===== config.mk =====
export PLATFORM = sky130hd
export DESIGN_NAME = prop_sequencer
export DESIGN_NICKNAME = d
export VERILOG_FILES = /design/src/rtl/prop_sequencer.sv
export SDC_FILE = /design/constraint.sdc
export NUM_CORES = 1
export LEC_CHECK = 0
export CORE_MARGIN = 2
export CORE_UTILIZATION = 53
export CTS_CLUSTER_DIAMETER = 40
export DETAILED_ROUTE_END_ITERATION = 8
export PLACE_DENSITY_LB_ADDON = 0.05
export SLEW_MARGIN = 20
export SYNTH_ARGS = -nofsm -noshare
export SYNTH_HDL_FRONTEND = slang
export SYNTH_SLANG_ARGS = --single-unit

===== constraint.sdc =====
create_clock -name clk_in -period 5.1 [get_ports clk_in]
set_input_delay 0.765 -clock clk_in [delete_from_list [all_inputs] [get_ports clk_in]]
set_output_delay 0.765 -clock clk_in [all_outputs]
set_load 0.05 [all_outputs]

===== src/rtl/prop_sequencer.sv =====
// Initiator for the layer prop protocol: sequences forward/backward strobes across
// a chain of DEPTH layers, handshakes the result and supplies rnd/oscillator.
module prop_sequencer #(
  parameter int unsigned DEPTH     = 4,
  parameter logic [7:0]  LFSR_SEED = 8'hB8,
  parameter int unsigned CNT_W     = 16
) (
  input  logic             clk_in,
  input  logic             rst_in,
  input  logic             start_valid_in,
  output logic             start_ready_out,
  input  logic             train_in,
  output logic [DEPTH-1:0] fd_prop_out,
  output logic [DEPTH-1:0] bk_prop_out,
  output logic [7:0]       rnd_out,
  output logic             oscillator_out,
  output logic             result_valid_out,
  input  logic             result_ready_in,
  output logic             busy_out,
  output logic             done_out,
  output logic [CNT_W-1:0] samples_out
);

  localparam int unsigned    IDX_W = (DEPTH > 1) ? $clog2(DEPTH) : 1;
  localparam logic [IDX_W-1:0] LAST_IDX = IDX_W'(DEPTH - 1);
  localparam logic [7:0]     TAPS  = 8'hB8;
  localparam logic [7:0]     SEED  = (LFSR_SEED == 8'h00) ? 8'h01 : LFSR_SEED;

  typedef enum logic [2:0] {IDLE, FWD, RESULT, BWD, DONE} state_t;

  state_t           state_q, state_d;
  logic [IDX_W-1:0] idx_q, idx_d;
  logic             train_q, train_d;
  logic [DEPTH-1:0] fd_q, fd_d, bk_q, bk_d;
  logic             ready_q, ready_d;
  logic             busy_q, busy_d;
  logic             rv_q, rv_d;
  logic             done_q, done_d;
  logic [CNT_W-1:0] samples_q, samples_d;
  logic [7:0]       rnd_q, rnd_d;
  logic             osc_q;

  // Next state plus next registered outputs, derived from the next state so
  // every strobe lines up with the cycle its state is occupied.
  always_comb begin
    state_d   = state_q;
    idx_d     = idx_q;
    train_d   = train_q;
    unique case (state_q)
      IDLE: begin
        if (start_valid_in) begin
          train_d = train_in;
          idx_d   = '0;
          state_d = FWD;
        end
      end
      FWD: begin
        if (idx_q == LAST_IDX) state_d = RESULT;
        else                   idx_d   = idx_q + IDX_W'(1);
      end
      RESULT: begin
        if (result_ready_in) begin
          if (train_q) begin
            idx_d   = LAST_IDX;
            state_d = BWD;
          end else begin
            state_d = DONE;
          end
        end
      end
      BWD: begin
        if (idx_q == '0) state_d = DONE;
        else             idx_d   = idx_q - IDX_W'(1);
      end
      DONE:    state_d = IDLE;
      default: state_d = IDLE;
    endcase

    fd_d      = (state_d == FWD) ? (DEPTH'(1) << idx_d) : '0;
    bk_d      = (state_d == BWD) ? (DEPTH'(1) << idx_d) : '0;
    ready_d   = (state_d == IDLE);
    busy_d    = (state_d != IDLE);
    rv_d      = (state_d == RESULT);
    done_d    = (state_d == DONE);
    samples_d = done_d ? samples_q + CNT_W'(1) : samples_q;
    rnd_d     = rnd_q[0] ? ((rnd_q >> 1) ^ TAPS) : (rnd_q >> 1);
  end

  always_ff @(posedge clk_in) begin
    if (!rst_in) begin
      state_q   <= IDLE;
      idx_q     <= '0;
      train_q   <= 1'b0;
      fd_q      <= '0;
      bk_q      <= '0;
      ready_q   <= 1'b1;
      busy_q    <= 1'b0;
      rv_q      <= 1'b0;
      done_q    <= 1'b0;
      samples_q <= '0;
      rnd_q     <= SEED;
    end else begin
      state_q   <= state_d;
      idx_q     <= idx_d;
      train_q   <= train_d;
      fd_q      <= fd_d;
      bk_q      <= bk_d;
      ready_q   <= ready_d;
      busy_q    <= busy_d;
      rv_q      <= rv_d;
      done_q    <= done_d;
      samples_q <= samples_d;
      rnd_q     <= rnd_d;
    end
  end

  // Free-running toggle; deliberately outside reset so units see it while held in reset.
  always_ff @(posedge clk_in) begin
    osc_q <= ~osc_q;
  end

  assign start_ready_out  = ready_q;
  assign fd_prop_out      = fd_q;
  assign bk_prop_out      = bk_q;
  assign rnd_out          = rnd_q;
  assign oscillator_out   = osc_q;
  assign result_valid_out = rv_q;
  assign busy_out         = busy_q;
  assign done_out         = done_q;
  assign samples_out      = samples_q;

endmodule


* Yosys cells after proc, flatten, opt, wreduce, memory -nomap -nowiden
Index checks and enable logic that the tools add are counted.
** Storage, ports and cells
- Logic and storage cells :: 46
- Register bits after elaboration :: 43
- Output and inout bits :: 37
- Bits of input ports :: 5
** Cells by class
- Equality and inequality tests :: 8
- Reductions and logical operators :: 7
- Shift operators :: 1
- Bitwise logic cells :: 2
- Multiplexer cells :: 13
- Add/sub/neg operators :: 3
** Operator list (number)
- $add 16x1->16 const B :: 1
- $mux 3 :: 5
- $eq 3x2->1 const B :: 4
- $pmux 3 s4 :: 1
- $mux 2 :: 5
- $mux 8 :: 1
- $pmux 2 s4 :: 1
- $eq 3x1->1 const B :: 2
- $logic_not 3->1 :: 2
- $reduce_and 2->1 :: 3
- $not 3->4 :: 1
- $shl 1x2->4 const A :: 1
- $eq 3x3->1 const B :: 1
- $reduce_bool 3->1 :: 1
- $add 2x1->2 const B :: 1
- $eq 2x2->1 const B :: 1
- $logic_not 2->1 :: 1
- $sub 2x1->2 const B :: 1
- $not 1->1 :: 1

* Logic depth before layout (Yosys ltp)
- Depth after elaboration :: 5
- Mapped depth :: 7
- Gate-level depth less buffers :: 5

* Least setup slack after synthesis
OpenSTA, ideal clock, no wires.
- Path type :: register to register
- From :: register samples_q[3] (netlist: samples_out[3])
- To :: register samples_q[10] (netlist: samples_out[10])
- Period minus slack after synthesis :: 1.958 ns
- Arrival :: 1.887 ns
- Path slack :: 3.142 ns
- Setup time :: 0.070 ns
- Path buffers :: 1
- Stages on the path, launching flop included :: 6
- Data required time :: 5.030 ns
- Path through :: dfxtp_1 -> and4_1 -> clkbuf_1 -> nand3_1 -> or4_1 -> a21oi_1
** Between the ends
- Longest elaborated chain between the ends :: 1
** RTL lines
- start, declared :: RTL line 39 : logic [CNT_W-1:0] samples_q, samples_d;
- start signal, assigned :: RTL line 112 : samples_q <= samples_d;
- $add 16x1->16 :: RTL line 85 : samples_d = done_d ? samples_q + CNT_W'(1) : samples_q;
Every way passes these cells.
A chain may end at the register's enable or synchronous reset.

* Worst setup path in the final report
- From :: register samples_q[2] (netlist: samples_out[2])
- To :: output port samples_out[2]
** RTL lines
- end, declared :: RTL line 21 : output logic [CNT_W-1:0] samples_out
No word-level cell between the ends.

==> summary.md <==
| Metric | Value |
|---|---|
| CTS clk-pin slew, worst paths | approximately 0.12 ns |
| Clk root buf | clkbuf_4 |
| Cell Pwr Density | between 200 and 300 nW/µm² |
| Fillers | ~290 |
| HPWL Detailed | between 2 and 3 mm |
| Top_reg_cell synth | dfxtp_1 |
| Area after DPL | 2210 µm² |
| Worst slew margin | between 60% and 70% |
| Tcrit/Tclk final | around half |
| Die ar. | about 4000 µm² |
| Reg power frac | about 52% |
| Most frequent cells in the layout | dfxtp_1 (43), clkdlybuf4s50_1 (41), a21oi_1 (18), nor2_1 (12), o31ai_1 (10) |
| Clock sink total | 43 |
| Static leakage | 0.816 nW |
| P_int | 0.523 mW |
| Slowest cell on crit path | clkdlybuf4s50_1 |
| Initial core utilization | around 55% |
| Least-Margin Pin Slew | between 0.5 and 0.6 ns |
| Nets | approximately 240 |
| Peak Freq | about 0.40 GHz |
| Detailed Route Iter0 Violations | 87 |
| Initial antenna violation count | 0 |
| Clk_lat worst skew | ~0.36 ns |
| Worst slack at placement | roughly 2.5 ns |
| Top Family by Delay on Critical Path | buffers and inverters |
| Status | finished, final reports clean |
| Placer Congestion | between 0.8 and 0.9 |
| Tot Pwr | ~0.68 mW |
| Final Setup Violations | 0 |
| Congestion Overflow GR | 0 |
| Hold_buf cts | 0 |
| Drt total wl | between 3 and 4 mm |
| Net Switching | around 0.15 mW |
| Final min period | between 2 and 3 ns |
| Number of port buffers | a little over 40 |
| Logic gate share of total power | about a tenth |
| Post-CTS sizing | 0 |
| Post-CTS setup buffer count | 0 |
| ANT cells | 0 |
| WP data arrival | 1.75 ns |
| Most common cell after layout, fill and taps aside | dfxtp_1 |
| Share of post-route cells with drive strength above 1 | under 10% |
| TNS Setup | 0 ns |
| Post-route design area | roughly 2300 µm² |
| Pin count of the biggest net entering global routing | 34 |
| R2r setup slk | approximately 3.2 ns |
| YS warnings | 0 |
| RSZ-0062 raised after global routing | false |
| Final Core Density | 69.1% |
| Post-synth ARST share | 0% |
| Residual DRC | 0 |
| Area growth, synth to finish | 25.6% |
| Hold Violations, Final | 0 |
| Chip height | between 60 and 70 µm |
| Crit-path max FO | 10 |
| Longest Clk Path Bufs | 2 |
| Pins Over Slew Limit | 0 |
| Number of global-route vias before repair | roughly 1400 |
| Max-cap violation count | 0 |
| Post-Syn Area | roughly 1800 µm² |
| Sw frac | a little under a quarter |
| Core area | roughly 3300 µm² |
| Total number of vias | between 1500 and 2000 |
| WP buf/inv | 1 |
| Seq/Total Area, Yosys | a little under half |
| Hold crit path type | flip-flop to flip-flop |
| Worst hold slack | a little under 0.4 ns |
| TritonCTS clock tree | done |
| Yosys cell types | 45 |
| Dpl cells | ~270 |
| Die Wd | between 60 and 70 µm |
| Largest stage delay, worst path | between 0.8 and 0.9 ns |
| Fin cells | 276 |
| Crit path cell chain | clkdlybuf4s50_1 |
| DR pass1 iterations | 4 |
| H-tree level count | 2 |
| Seq cells post-synth | 43 |
| Setup Skew | 0.00834 ns |
| First-pass GRT wire length | 6.24 mm |
| Row Count | 21 |
| Antenna-violating nets left | 0 |
| CP required | between 4 and 5 ns |
| Number of synthesized flops with an enable pin | 0 |
| Synthesized instance count | roughly 200 |
| Worst vdd ir | between 0.15 and 0.2 mV |
| Total track usage | between 10% and 20% |
| Crit Path Category | flip-flop to primary output |
| CP Capture Type | primary output |
| Final setup margin | approximately 2.6 ns |
| Vias per cell | about 5.7 |
| DR WL/cell | 13.1 µm |
| CP startpoint kind | flip-flop |
| IO Pins | between 40 and 50 |
| Clock share of power | 37.9% |
| Net Count, Synth | 205 |
| Mean Syn Cell Area | slightly above 9 µm² |
| Num CTS Buffers | 5 |
==> power groups by stage <==
stage	Clock [mW]	Combinational, mW	Sequential (mW)
global placement	0	0.0667	0.359
global route	0.276	0.0717	0.354
finish	0.256	0.0674	0.352
floorplan	0	0.0375	0.372
CTS	0.262	0.0676	0.353
detailed placement	0	0.0676	0.360
==> worst paths after layout <==
check                      start               to  depth (start not counted)
setup / recovery  samples_out[2]   samples_out[2]                          1
hold / removal    oscillator_out   oscillator_out                          1
setup reg to reg      state_q[0]  samples_out[10]                          4
hold reg to reg   oscillator_out   oscillator_out                          1
==> state kept, by name (all words and copies together), names as in the netlist <==
| signal | cells |
|---|---|
| start_ready_out | 1 |
| busy_out | 1 |
| train_q | 1 |
| bk_prop_out | 4 |
| result_valid_out | 1 |
| rnd_out | 8 |
| done_out | 1 |
| idx_q | 2 |
| samples_out | 16 |
| state_q | 3 |
| fd_prop_out | 4 |
| oscillator_out | 1 |
==> logic make-up (layout without fill, tap and decap cells) <==
kind of cell,count (synthesis),in the layout,synth area share [%]
DFF,43,43,46.9
buffers and inverters,24,55,6.61
and+or+nand+nor,80,80,26.7
xor gates and xnor gates,4,4,1.91
muxes,2,2,1.09
adders and majority gates,1,1,0.681
AOI/OAI and AO/OA,45,45,16.1
==> routing by layer <==
metal	vias up	global-route usage, %	routed length (µm)
met5	-	0	0
met4	0	8.06	73
met3	8	5.05	192
met2	51	33.8	1880
met1	738	23.4	1490
li1	781	-	-
==> Yosys cell counts, drive strengths merged, types with 2 or more instances <==
cell,count,share of area [%]
or3,5,1.7
a21oi,18,4.9
xnor2,3,1.4
mux2i,2,1.1
nor2b,2,0.68
clkbuf,8,1.6
nand2b,4,1.4
nor2,12,2.5
or4,9,3.7
and4,4,1.9
inv,6,1.2
nor3b,2,1.1
nand4,5,1.7
or2,3,1.0
dfxtp,43,47
and3,4,1.4
o21ai,7,1.9
o31ai,10,4.1
nor3,5,1.4
nand3,7,1.9
nand2,8,1.6
or3b,2,0.95
and2,4,1.4
buf,10,3.7
==> layout make-up <==
cell class / instances / area (µm²) / area share [%]
clock buffers: 6 / 41.3 / 1.79
clock inverters: 2 / 60.1 / 2.60
inverters: 6 / 22.5 / 0.976
multi-input cells: 132 / 855 / 37.0
flip-flops and latches: 43 / 861 / 37.3
well taps: 46 / 57.6 / 2.49
repair buffers: 41 / 410 / 17.8
No activity file was read; power rests on OpenSTA's default activity.
